`src/rtl/uart_tx_fifo.sv`:
```
// uart_tx_fifo: byte FIFO feeding a UART serializer through a launch/handshake FSM.
// Define UART_TX_FIFO_OVERFLOW_EN to enable the sticky o_Overflow flag (tied low otherwise).
module uart_tx_fifo #(
    parameter int DEPTH = 16
) (
    input  logic                   i_Clock,
    input  logic                   i_Reset,
    input  logic                   i_Wr_En,
    input  logic [7:0]             i_Wr_Byte,
    output logic                   o_Full,
    output logic                   o_Empty,
    output logic [$clog2(DEPTH):0] o_Count,
    output logic                   o_Overflow,
    input  logic                   i_Clr_Ovf,
    output logic                   o_Tx_DV,
    output logic [7:0]             o_Tx_Byte,
    input  logic                   i_Tx_Active,
    input  logic                   i_Tx_Done
);
    localparam int AW = $clog2(DEPTH);
    localparam int CW = AW + 1;

    typedef enum logic [1:0] {
        S_IDLE,
        S_LAUNCH,
        S_WAIT_ACTIVE,
        S_WAIT_DONE
    } state_t;

    logic [7:0]    r_Mem [DEPTH];
    logic [AW-1:0] r_Wr_Ptr;
    logic [AW-1:0] r_Rd_Ptr;
    logic [CW-1:0] r_Count;
    logic [7:0]    r_Tx_Byte;
    state_t        r_State;
    state_t        w_Next_State;
    logic          w_Full;
    logic          w_Empty;
    logic          w_Wr_Accept;
    logic          w_Pop;
    logic          w_Tx_DV;

    assign w_Full      = (r_Count == CW'(DEPTH));
    assign w_Empty     = (r_Count == '0);
    assign w_Wr_Accept = i_Wr_En && !w_Full;

    assign o_Full    = w_Full;
    assign o_Empty   = w_Empty;
    assign o_Count   = r_Count;
    assign o_Tx_DV   = w_Tx_DV;
    assign o_Tx_Byte = r_Tx_Byte;

    always_ff @(posedge i_Clock) begin
        if (w_Wr_Accept) begin
            r_Mem[r_Wr_Ptr] <= i_Wr_Byte;
        end
    end

    // The pop happens on the IDLE->LAUNCH edge so the byte is already held when DV rises.
    always_ff @(posedge i_Clock or posedge i_Reset) begin
        if (i_Reset) begin
            r_Wr_Ptr  <= '0;
            r_Rd_Ptr  <= '0;
            r_Count   <= '0;
            r_Tx_Byte <= '0;
        end else begin
            if (w_Wr_Accept) begin
                r_Wr_Ptr <= r_Wr_Ptr + AW'(1);
            end
            if (w_Pop) begin
                r_Rd_Ptr  <= r_Rd_Ptr + AW'(1);
                r_Tx_Byte <= r_Mem[r_Rd_Ptr];
            end
            case ({w_Wr_Accept, w_Pop})
                2'b10:   r_Count <= r_Count + CW'(1);
                2'b01:   r_Count <= r_Count - CW'(1);
                default: r_Count <= r_Count;
            endcase
        end
    end

    always_ff @(posedge i_Clock or posedge i_Reset) begin
        if (i_Reset) begin
            r_State <= S_IDLE;
        end else begin
            r_State <= w_Next_State;
        end
    end

    // Launch only when the serializer is fully quiet; it has no reset of its own.
    always_comb begin
        w_Next_State = r_State;
        w_Pop        = 1'b0;
        w_Tx_DV      = 1'b0;
        case (r_State)
            S_IDLE: begin
                if (!w_Empty && !i_Tx_Active && !i_Tx_Done) begin
                    w_Next_State = S_LAUNCH;
                    w_Pop        = 1'b1;
                end
            end
            S_LAUNCH: begin
                w_Tx_DV      = 1'b1;
                w_Next_State = S_WAIT_ACTIVE;
            end
            S_WAIT_ACTIVE: begin
                if (i_Tx_Active) begin
                    w_Next_State = S_WAIT_DONE;
                end
            end
            S_WAIT_DONE: begin
                if (i_Tx_Done) begin
                    w_Next_State = S_IDLE;
                end
            end
            default: w_Next_State = S_IDLE;
        endcase
    end

`ifdef UART_TX_FIFO_OVERFLOW_EN
    logic r_Overflow;

    always_ff @(posedge i_Clock or posedge i_Reset) begin
        if (i_Reset) begin
            r_Overflow <= 1'b0;
        end else if (i_Wr_En && w_Full) begin
            r_Overflow <= 1'b1;
        end else if (i_Clr_Ovf) begin
            r_Overflow <= 1'b0;
        end
    end

    assign o_Overflow = r_Overflow;
`else
    logic w_unused_clr_ovf;

    assign w_unused_clr_ovf = i_Clr_Ovf;
    assign o_Overflow       = 1'b0;
`endif

endmodule

```
`config.mk`:
```
export PLATFORM = sky130hd
export DESIGN_NAME = uart_tx_fifo
export DESIGN_NICKNAME = d
export VERILOG_FILES = /design/src/rtl/uart_tx_fifo.sv
export SDC_FILE = /design/constraint.sdc
export NUM_CORES = 1
export LEC_CHECK = 0
export ABC_CLOCK_PERIOD_IN_PS = 3250
export CAP_MARGIN = 25
export CORE_MARGIN = 2
export CORE_UTILIZATION = 50
export DETAILED_ROUTE_END_ITERATION = 8
export GPL_TIMING_DRIVEN = 0
export PLACE_DENSITY = 0.8
export SLEW_MARGIN = 5
export SYNTH_ARGS = -nofsm -noshare
export SYNTH_HDL_FRONTEND = slang
export SYNTH_SLANG_ARGS = --single-unit
```
`constraint.sdc`:
```
create_clock -name i_Clock -period 3.25 [get_ports i_Clock]
set_input_delay 0.325 -clock i_Clock [delete_from_list [all_inputs] [get_ports i_Clock]]
set_output_delay 0.325 -clock i_Clock [all_outputs]
set_load 0.01 [all_outputs]
```
==> flow_summary_export.csv <==
group,metric,value,unit
outcome,status,"finished clean",
grt,grt_pass1_wl,18310,µm
timing,slew_headroom,0.3227,
cells_and_area,syn_to_final_growth,19.47,%
cells_and_area,final_cells,560,
worst_setup_path,r2r_slack,0.19,ns
floorplanning,die-width,115.6,µm
timing,clock_skew,0.007582,ns
timing,worst_slew_pin_slew,1.012,ns
worst_setup_path,reg2reg_depth,13,
placed_design,dpl.cell_count,525,
placed_design,gp_congestion,0.8147,
timing,setup_tns,0,ns
worst_setup_path,critPathLaunch,"r_State[0]",
yosys,syn_area_per_cell,18.99,µm²
drt,vias_per_cell,5.679,
grt,grt_pass1_vias,3142,
drt,dr.pass1.iters,4,
worst_setup_path,worst_ep_arrival_time,3.37,ns
pwr,power.density,898.3,nW/µm²
placed_design,port_buffers,28,
yosys,synth_enable_flop_cells,128,
cts,hold_buffers,0,
cells_and_area,final_common_cell,"edfxtp_1",
cells_and_area,fillers,844,
yosys,yosysTopAreaCell,"edfxtp_1",
drt,drc_errors,0,
worst_setup_path,critical_path_class,"register to register",
yosys,synth_warnings,0,
grt,grt-ovfl-total,0,
timing,fmax,326.3,MHz
yosys,dominantRegCellSynth,"edfxtp_1",
grt,antenna_found_initial,0,
drt,avgRoutedWirePerCell,21.11,µm
worst_setup_path,cp-end-kind,"register",
grt,grt.total_usage,0.1943,
floorplanning,fp.coreArea,12060,µm²
cells_and_area,diodes,0,
grt,grt_use_met1,0.2527,
drt,drt-total-wl,11820,µm
placed_design,dp_hpwl,7447,µm
cts,clkSlewWorstSetupHoldPaths,0.06,ns
floorplanning,die_area,13360,µm²
cts,cts_buffers,17,
worst_setup_path,worstSetupStartpointType,"register",
yosys,syn_nets,357,
flow_run,cap_viol_max_count,0,
floorplanning,io_pins,31,
yosys,synthArstFlopShare,0.1523,
grt,met2_usage,0.3166,
yosys,netlist_area,6227,µm²
floorplanning,num_rows,40,
cells_and_area,drive_gt1_frac,0.2194,
min_path,hold_path_class,"input pin to asynchronous set/reset pin",
floorplanning,chipHeight,115.6,µm
timing,setup_viol,0,
timing,slew_viol_final,0,
cts,root_buffer,"clkbuf_16",
drt,drt_iter0_markers,314,
yosys,synth_top_area_share,0.6172,
drt,postRouteAntennaNets,0,
cts,clock_latency,0.42,ns
grt,busiest_layer,"met2",
worst_setup_path,regToRegStartpoint,"r_State[0]",
yosys,ys_seq_area_frac,0.7097,
grt,grt_max_degree,24,
yosys,syn_inst,328,
timing,min_period,3.065,ns
worst_setup_path,endpoint,"o_Count[4]",
timing,setup_slack,0.1853,ns
pwr,irDropWorstVdd,447.2,µV
pwr,p_leak,0.002570,µW
worst_setup_path,cp_max_fo,10,
floorplanning,initial_utilization,0.5163,
cells_and_area,final_nets,408,
cells_and_area,mostFrequentLayoutCells,"128 x edfxtp_1, 28 x clkdlybuf4s50_1, 23 x dfrtp_1",
cts,htree_num_levels,4,
cts,cts_sinks,151,
timing,finalHoldViolations,0,
grt,grt_use_met3,0.04498,
cells_and_area,final_core_util,0.6168,
yosys,synth_area_leaders,"edfxtp_1 62%, dfrtp_1 9.2%, mux4_2 6.9%, mux4_1 5.5%, ha_1 2.8%",
timing,post-route-period-util,0.9430,
cts,cts_tree,"done",
timing,grt_setup_unrepaired,"no",
drt,dr_total_vias,3180,
yosys,ys_seq_elements,151,
cts,clk_path_buf_depth,2,
worst_setup_path,required,3.56,ns
yosys,yosysUniqueCellTypes,40,
worst_setup_path,r2r-end,"o_Count[4]",
placed_design,pre_cts_slack,-0.04055,ns
==> registers in the layout, summed over array words and instances (netlist names) <==
register	cells
r_Mem	128
r_Rd_Ptr	4
o_Count	5
r_Wr_Ptr	4
r_State	2
o_Tx_Byte	8
==> Yosys cell counts, types with 2 or more instances <==
cell type and instances:
clkbuf_1 2, nand2b_1 3, inv_1 15, xnor2_1 7, nand4_1 2, and2_1 2, a21oi_1 10, buf_6 4
ha_1 14, buf_2 4, buf_4 2, mux2_2 10, nand2_1 11, o22ai_1 16, edfxtp_1 128, mux4_1 13
xor2_1 3, o21ai_0 5, mux4_2 19, buf_1 2, nor2_1 12, dfrtp_1 23, nor3_1 4
==> cell families (layout without fill, tap and decap cells) <==
family / count (synthesis) / after routing / synth area share
XOR/XNOR: 10 / 10 / 0.01407
multiplexers: 43 / 43 / 0.1433
adder cells (fa/ha/maj): 15 / 15 / 0.03134
buffers and inverters: 33 / 97 / 0.03094
AO/OA/AOI/OAI: 36 / 36 / 0.03838
other: 1 / 1 / 0.0006022
AND/OR/NAND/NOR: 39 / 39 / 0.03175
flip-flops: 151 / 151 / 0.7097
==> worst min-delay path by stage <==
stage / cells after the start / end / startpoint / slack [ns]
after CTS: 2 / r_State[0] / i_Reset / 0.43
after detailed placement: 1 / o_Count[4] / o_Count[4] / 0.52
final: 2 / r_State[0] / i_Reset / 0.13
after floorplan: 1 / o_Count[0] / i_Reset / 0.33
after global placement: 1 / o_Count[4] / o_Count[4] / 0.51
after global routing: 2 / r_State[0] / i_Reset / 0.15
==> cell type report <==
class                      instances  area (µm²)  area share
buffer                            18       136.4     0.01833
clock inverter                    12       197.7     0.02657
inverter                          15       56.30    0.007568
tap                              168       210.2     0.02825
sequential                       151        4419      0.5940
multi-input combinational        144        1633      0.2195
timing repair buffer              32       330.3     0.04440
clock buffer                      20       456.7     0.06139
==> where the power goes <==
group	leakage, µW	internal (µW)	switching [µW]
clock	0.000316	1400	738
combinational	0.000827	976	984
sequential	0.00143	2420	165
total	0.00257	4800	1890
==> stage by stage <==
| step | power (µW) | area [µm²] | hold slack, ns |
|---|---|---|---|
| global route | 6965 | 7440 | 0.1549 |
| finish | 6683 | 7440 | 0.1323 |
| detailed placement | 4569 | 6740 | 0.5168 |
| floorplan | 3923 | 6227 | 0.3269 |
| global placement | 4472 | 6718 | 0.5076 |
| CTS | 6705 | 7395 | 0.4264 |
==> critical path, stage by stage, from the launching register on <==
cell       delay [ns]
dfrtp_1          0.41
inv_1            0.12
ha_1             0.19
inv_1            0.07
a2111oi_4        0.31
buf_6            0.21
ha_2             0.22
inv_1            0.09
fa_1             0.41
nor2b_1          0.13
o21ai_0          0.11
nand3_1          0.10
or3b_2           0.45
xnor2_1          0.13
==> what timing repair did <==
action                     in CTS  in global routing
setup endpoints to repair       0                  1
gates resized for setup         0                  1
setup buffers                   0                  2
==> layer usage <==
metal,vias to the layer above,share of wire
met1,1650,0.42
met4,0,0.021
met5,-,0
li1,1404,-
met3,22,0.056
met2,104,0.50
No activity file was read; power rests on OpenSTA's default activity.
